`src/rtl/pipeline_stage_reg.sv`:
```
// pipeline_stage_reg: inter-stage pipeline register for the RV32E core.
// Holds one payload (two when PIPELINE_SKID_BUF_EN is defined) behind a
// valid/ready handshake, supports flush, drives BUBBLE whenever the output
// is not valid, and counts back-pressure cycles with a saturating counter.
// Optional feature macro: PIPELINE_SKID_BUF_EN (adds a skid entry so that
// in_ready has no combinational path from out_ready).

module pipeline_stage_reg #(
  parameter int                     PAYLOAD_W   = 96,
  parameter logic [PAYLOAD_W-1:0]   BUBBLE      = {{(PAYLOAD_W-32){1'b0}}, 32'h13},
  parameter int                     STALL_CNT_W = 16
) (
  input  logic                   clk,
  input  logic                   rst,
  input  logic                   in_valid,
  output logic                   in_ready,
  input  logic [PAYLOAD_W-1:0]   in_payload,
  input  logic                   flush,
  output logic                   out_valid,
  input  logic                   out_ready,
  output logic [PAYLOAD_W-1:0]   out_payload,
  output logic [STALL_CNT_W-1:0] stall_cycles
);

`ifdef PIPELINE_SKID_BUF_EN
  typedef enum logic [1:0] {
    EMPTY = 2'd0,
    FULL  = 2'd1,
    SKID  = 2'd2
  } state_t;
`else
  typedef enum logic [1:0] {
    EMPTY = 2'd0,
    FULL  = 2'd1
  } state_t;
`endif

  state_t                 state_q, state_d;
  logic [PAYLOAD_W-1:0]   mainPayload_q, mainPayload_d;
  logic [STALL_CNT_W-1:0] stallCycles_q, stallCycles_d;
  logic                   inAccept;
  logic                   outAccept;

`ifdef PIPELINE_SKID_BUF_EN
  logic [PAYLOAD_W-1:0]   skidPayload_q, skidPayload_d;
`endif

  // The main entry register itself holds BUBBLE whenever it is empty, so the
  // output payload comes straight from a flop.
  assign out_valid    = (state_q != EMPTY);
  assign out_payload  = mainPayload_q;
  assign stall_cycles = stallCycles_q;

`ifdef PIPELINE_SKID_BUF_EN
  // Only the registered state decides readiness; flush still blocks input.
  assign in_ready = (state_q != SKID) && !flush;
`else
  // Ready when empty or when the held payload is leaving this cycle.
  assign in_ready = (!out_valid || out_ready) && !flush;
`endif

  assign inAccept  = in_valid && in_ready;
  assign outAccept = out_valid && out_ready;

  // Next-state and next-payload selection; flush overrides every transfer.
  always_comb begin
    state_d       = state_q;
    mainPayload_d = mainPayload_q;
`ifdef PIPELINE_SKID_BUF_EN
    skidPayload_d = skidPayload_q;
`endif
    if (flush) begin
      state_d       = EMPTY;
      mainPayload_d = BUBBLE;
    end else begin
      case (state_q)
        EMPTY: begin
          if (inAccept) begin
            state_d       = FULL;
            mainPayload_d = in_payload;
          end
        end
        FULL: begin
          if (outAccept && inAccept) begin
            mainPayload_d = in_payload;
          end else if (outAccept) begin
            state_d       = EMPTY;
            mainPayload_d = BUBBLE;
          end
`ifdef PIPELINE_SKID_BUF_EN
          else if (inAccept) begin
            state_d       = SKID;
            skidPayload_d = in_payload;
          end
`endif
        end
`ifdef PIPELINE_SKID_BUF_EN
        SKID: begin
          if (outAccept) begin
            state_d       = FULL;
            mainPayload_d = skidPayload_q;
          end
        end
`endif
        default: begin
          state_d       = EMPTY;
          mainPayload_d = BUBBLE;
        end
      endcase
    end
  end

  // Stall counter saturates at all-ones and ignores flush.
  always_comb begin
    stallCycles_d = stallCycles_q;
    if (out_valid && !out_ready && (stallCycles_q != {STALL_CNT_W{1'b1}})) begin
      stallCycles_d = stallCycles_q + STALL_CNT_W'(1);
    end
  end

  // State, payload and counter registers; reset drops all held data at once.
  always_ff @(posedge clk or posedge rst) begin
    if (rst) begin
      state_q       <= EMPTY;
      mainPayload_q <= BUBBLE;
      stallCycles_q <= '0;
`ifdef PIPELINE_SKID_BUF_EN
      skidPayload_q <= BUBBLE;
`endif
    end else begin
      state_q       <= state_d;
      mainPayload_q <= mainPayload_d;
      stallCycles_q <= stallCycles_d;
`ifdef PIPELINE_SKID_BUF_EN
      skidPayload_q <= skidPayload_d;
`endif
    end
  end

endmodule

```
`config.mk`:
```
export PLATFORM = sky130hd
export DESIGN_NAME = pipeline_stage_reg
export DESIGN_NICKNAME = d
export VERILOG_FILES = /design/src/rtl/pipeline_stage_reg.sv
export SDC_FILE = /design/constraint.sdc
export NUM_CORES = 1
export LEC_CHECK = 0
export CORE_MARGIN = 2
export CORE_UTILIZATION = 40
export DETAILED_ROUTE_END_ITERATION = 8
export PLACE_DENSITY_LB_ADDON = 0.15
export SLEW_MARGIN = 20
export SYNTH_ARGS = -nofsm -noshare
export SYNTH_HDL_FRONTEND = slang
export SYNTH_SLANG_ARGS = --single-unit
```
`constraint.sdc`:
```
create_clock -name clk -period 9.1 [get_ports clk]
set_clock_uncertainty 0.05 [all_clocks]
set_input_delay 2.275 -clock clk [delete_from_list [all_inputs] [get_ports clk]]
set_output_delay 2.275 -clock clk [all_outputs]
set_load 0.05 [all_outputs]
```
==> results.toml, run 1 <==
[power_and_ir_drop]
p_int_mw = 1.030
pwr-share-comb_pct = 22.0
p_sw_uw = 454.9
p_per_area_nw_per_um2 = 210.6
swShare_pct = 30.64
leakagePower_nw = 3.148
seq_power_share_pct = 38.5
ir_drop_v = 0.0001332
power.clock.fraction_pct = 39.5

[clock_network]
cts_setup_buffers = 0
cts_tree = "built"
root_buffer = "clkbuf_8"
clk_latency_ps = 490
cts.sinks = 113
clk_path_buf_depth = 2
h-tree-depth = 4
clk_pin_slew_ps = 60
numCtsBuffers = 17
cts_resized = 0
cts_hold_buf = 0

[sta]
period_share_pct = 69.38
hold_viol_final = 0
max_clock_freq_mhz = 158.4
min_period_ps = 6313
drv_slew = 0
hold_ws_ps = 449.0
max-slew-margin-rel_pct = 33.22
worst_pin_slew_ps = 1002
rsz0062_at_grt = "no"
finalSetupTns_ps = 0
setup-violations-final = 0

[synth]
netlist_area_sq_um = 4280
ys_warn_count = 0
synth-seq-cells = 113
synth_fp_nets = 403
synthArstFlopShare_pct = 100.0
synthCells = 301
synth_ff_type = "dfrtp_1"
synth_edf_count = 0
seq_area_frac_synth_pct = 66.15
syn_avg_cell_area_sq_um = 14.22
synth.distinct_cells = 37

[hold_path]
min_to = "out_payload[89]$_DFFE_PP0P_"
hold_path_depth = 1
min_from = "out_payload[89]$_DFFE_PP0P_"
hold_class = "reg -> reg"

[status]
status = "completed"

[worst_setup_path]
crit_buf_inv = 2
path_cells = "clkdlybuf4s50_1 -> nor2b_1 -> nor2_2 -> clkdlybuf4s50_1"
cpLargestDelayFamily = "buffers and inverters"
timing.rr.end = "out_payload[8]$_DFFE_PP0P_"
r2r_slack_ps = 6400
worstReg2RegStart = "state_q[0]$_DFFE_PP0P_"
cp.arrival_ps = 3990
worst_path_most_repeated_cell = "clkdlybuf4s50_1"
critPathKind = "in -> out"
cpPeakStageDelay_ps = 720
setup.worst_path.end_class = "primary output"
slowest_stage = "clkdlybuf4s50_1"
worst-path-max-fanout = 7
reg2regPathDepth = 5
required_ps = 6780
crit_path_start_kind = "input port"

[finish]
syn_to_final_growth_pct = 64.75
drive_gt1_share_pct = 9.470
fin_nets = 617
diodes = 0

[floorplanning]
die_x_microns = 107.4
die_h_microns = 107.4
rows = 37
core_sq_um = 10370
initial_utilization_pct = 41.28
io_pins = 215
die_area_sq_um = 11540

[detailed_routing]
vias_per_cell = 5.205
wl_per_cell_microns = 17.88
remaining_drc_errors = 0
drt_wl_total_microns = 11870
num_vias = 3456
drt_pre_antenna_iters = 4
first_iter_violations = 167
ant_nets = 0

[grt]
grt_overflow = 0
grt_pass1_vias = 3533
antenna_found_initial = 0
grt_pass1_wl_microns = 18620
gr-usage-all-layers_pct = 21.15
grt_max_degree = 94

[placed_design]
dp_hpwl_microns = 8021
place_congestion = 0.8229
port_buffers = 214

[job]
drv_cap = 0
==> layer usage <==
layer | global-route usage [%] | up-vias | wire length, microns
met5 | 0 | - | 0
met4 | 8.883 | 0 | 237
met3 | 7.809 | 19 | 997
met2 | 34.18 | 144 | 5894
met1 | 25.57 | 1719 | 4742
li1 | - | 1574 | -
==> final cells by class <==
cell class / count / area, sq um
inverter: 3 / 13.76
sequential: 113 / 2831
clock buffer: 20 / 435.4
fill: 776 / 3318
clock inverter: 12 / 92.59
timing repair buffer: 216 / 2161
tap: 136 / 170.2
multi-input combinational: 164 / 1348
==> placed cells by master (no fill, tap or decap), types with 2 or more instances in the layout <==
| master | n |
|---|---|
| nand2_1 | 10 |
| clkbuf_1 | 2 |
| nor4_1 | 5 |
| clkinv_2 | 8 |
| mux2_2 | 3 |
| o22a_1 | 3 |
| clkbuf_8 | 2 |
| nor2_2 | 2 |
| xor2_1 | 8 |
| clkbuf_16 | 16 |
| a22o_1 | 93 |
| dfrtp_1 | 110 |
| nand3_1 | 7 |
| inv_1 | 2 |
| dfstp_2 | 3 |
| nand4_1 | 2 |
| clkinvlp_4 | 3 |
| clkdlybuf4s50_1 | 214 |
| nor2_1 | 7 |
==> power by group through the flow <==
stage | registers (mW) | logic (mW) | clock network (mW)
floorplan | 0.701 | 0.0673 | 0
global placement | 0.578 | 0.327 | 0
detailed placement | 0.579 | 0.329 | 0
CTS | 0.571 | 0.331 | 0.599
global route | 0.577 | 0.344 | 0.624
finish | 0.571 | 0.327 | 0.586
==> worst reg2reg max path, cell delays in order (launching register included) <==
cell	delay, ps
dfrtp_1	380
nor2b_1	490
nor2_1	180
nor2_4	530
buf_4	690
a22o_1	300
==> synthesized netlist by cell type, types with 2 or more instances <==
library cell,count,area [sq um]
nor2_2,2,12.51
xor2_1,8,70.07
dfrtp_1,110,2753
nor4_1,5,31.28
and2_1,2,12.51
clkbuf_1,4,15.01
buf_2,17,85.08
nor2_1,8,30.03
a22o_1,93,814.5
mux2_2,3,33.78
inv_1,3,11.26
dfstp_2,3,78.83
nand4_1,2,12.51
o22a_1,3,26.28
nand2_1,10,37.54
nand3_1,7,35.03
==> metrics by stage <==
stage | cell area, sq um | cells | setup WS [ps] | utilization, % | total power [mW]
after floorplan | 4280 | 301 | 3793 | - | 0.7679
after global placement | 6520 | 632 | 2876 | 62.87 | 0.9045
after detailed placement | 6520 | 632 | 2776 | 62.87 | 0.9086
after CTS | 7048 | 664 | 2765 | 67.97 | 1.501
after global routing | 7052 | 664 | 2654 | 68.00 | 1.545
final | 7052 | 664 | 2787 | 68.00 | 1.485
==> logic make-up (layout without fill, tap and decap cells) <==
| group | after synthesis | in the layout | synth area share, % |
|---|---|---|---|
| compound gates | 101 | 101 | 20.52 |
| flops | 113 | 113 | 66.15 |
| xor+xnor | 9 | 9 | 1.842 |
| buf+inv | 24 | 251 | 2.601 |
| mux | 5 | 5 | 1.374 |
| fa+ha+maj | 1 | 1 | 0.2923 |
| simple gates | 48 | 48 | 7.220 |
==> sequential cells by signal, summed over array words and instances, names as in the netlist <==
| signal | flops |
|---|---|
| state_q | 1 |
| stall_cycles | 16 |
| out_payload | 96 |
==> worst max path at each step <==
stage | depth (start not counted) | to | startpoint
5_1_grt | 4 | in_ready | out_ready
4_1_cts | 4 | in_ready | out_ready
3_5_place_dp | 4 | in_ready | out_ready
3_3_place_gp | 4 | in_ready | out_ready
2_1_floorplan | 1 | out_payload[10]$_DFFE_PP0P_ | rst
6_report | 4 | in_ready | out_ready
(Power assumes the default switching activity.)
==> run 2: changes to the inputs <==
==> constraint.sdc (replaced) <==
create_clock -name clk -period 6.1 [get_ports clk]
set_clock_uncertainty 0.05 [all_clocks]
set_input_delay 1.525 -clock clk [delete_from_list [all_inputs] [get_ports clk]]
set_output_delay 1.525 -clock clk [all_outputs]
set_load 0.05 [all_outputs]
==> results.toml, run 2 (synthesis gave the netlist of run 1 again) <==
[detailed_routing]
drt_pre_antenna_iters = 4
first_iter_violations = 187
remaining_drc_errors = 0
wl_per_cell_microns = 17.66
vias_per_cell = 5.072
num_vias = 3373
ant_nets = 0
drt_wl_total_microns = 11750

[grt]
grt_pass1_vias = 3542
gr-usage-all-layers_pct = 20.86
grt_overflow = 0
antenna_found_initial = 0
grt_max_degree = 94
grt_pass1_wl_microns = 18660

[floorplanning]
die_area_sq_um = 11540
initial_utilization_pct = 41.28
core_sq_um = 10370
die_h_microns = 107.4
die_x_microns = 107.4
rows = 37
io_pins = 215

[clock_network]
clk_pin_slew_ps = 50
cts_hold_buf = 0
clk_path_buf_depth = 2
h-tree-depth = 4
root_buffer = "clkbuf_8"
cts.sinks = 113
numCtsBuffers = 17
cts_setup_buffers = 0
cts_resized = 0
clk_latency_ps = 490
cts_tree = "built"

[sta]
max_clock_freq_mhz = 209.3
rsz0062_at_grt = "no"
period_share_pct = 78.31
setup-violations-final = 0
finalSetupTns_ps = 0
min_period_ps = 4777
hold_ws_ps = 450.8
fin_ws_ps = 1323
drv_slew = 0
worst_pin_slew_ps = 1000
hold_viol_final = 0
max-slew-margin-rel_pct = 33.31

[hold_path]
min_from = "out_payload[62]$_DFFE_PP0P_"
hold_class = "reg -> reg"

[worst_setup_path]
setup.worst_path.end_class = "primary output"
crit_path_start_kind = "input port"
worst-path-max-fanout = 7
worstReg2RegStart = "state_q[0]$_DFFE_PP0P_"
slowest_stage = "clkdlybuf4s50_1"
critPathKind = "in -> out"
required_ps = 4530
setup.worst_path.start = "out_ready"
worst_path_most_repeated_cell = "clkdlybuf4s50_1"
cp.arrival_ps = 3200
cpPeakStageDelay_ps = 720
path_cells = "clkdlybuf4s50_1 -> nor2b_1 -> nor2_2 -> clkdlybuf4s50_1"

[finish]
mostFrequentLayoutCell = "clkdlybuf4s50_1"
layout_common_cells = "clkdlybuf4s50_1 (214), dfrtp_1 (110), a22o_1 (93)"
diodes = 0
final_cells = 665
fillerInstances = 768
finish.instance_area_sq_um = 7178
syn_to_final_growth_pct = 67.70
largest_reg_flops = 96
fin_nets = 619
drive_gt1_share_pct = 9.830
finish.utilization_pct = 69.22

[placed_design]
placed_area_sq_um = 6528
dp_hpwl_microns = 8117
place_congestion = 0.7958
dp_slack_ps = 1322
placed_cells = 633
port_buffers = 214

[power_and_ir_drop]
p_per_area_nw_per_um2 = 332.4
leakagePower_nw = 3.198
p_total_mw = 2.386
ir_drop_v = 0.0002206

[job]
drv_cap = 0

[status]
status = "completed"
==> run 2: layout make-up <==
cell class / instances / area [sq um] / area share [%]
clock buffer: 18 / 417.9 / 5.822
clock inverter: 13 / 212.7 / 2.963
inverter: 3 / 13.76 / 0.1917
multi-input combinational: 164 / 1348 / 18.77
sequential: 113 / 2831 / 39.45
tap: 136 / 170.2 / 2.371
timing repair buffer: 218 / 2185 / 30.43
==> run 2: worst paths after layout <==
path | slack, ps | cells after the start | end
max | 1320 | 4 | in_ready
min | 450 | 1 | out_payload[62]$_DFFE_PP0P_
max reg2reg | 3800 | 6 | out_payload[27]$_DFFE_PP0P_
min reg2reg | 450 | 1 | out_payload[62]$_DFFE_PP0P_
max in group asynchronous | 3360 | 3 | out_payload[4]$_DFFE_PP1P_
min in group asynchronous | 1540 | 2 | state_q[0]$_DFFE_PP0P_
==> run 2: metal layers <==
metal,share of wire (%),GRT usage (%)
met1,42,25.68
met2,50,34.22
met3,7.7,8.111
met4,0.89,5.952
met5,0,0
==> run 2: worst max-delay path, delay by kind of cell <==
family,cells,cell delay (ps)
buffers and inverters,2,1140
AND/OR/NAND/NOR,2,540
==> run 2: report_power, final <==
part | switching, mW | total, mW | internal (mW)
combinational | 0.299 | 0.490 | 0.192
clock | 0.339 | 1.04 | 0.703
sequential | 0.0502 | 0.854 | 0.804
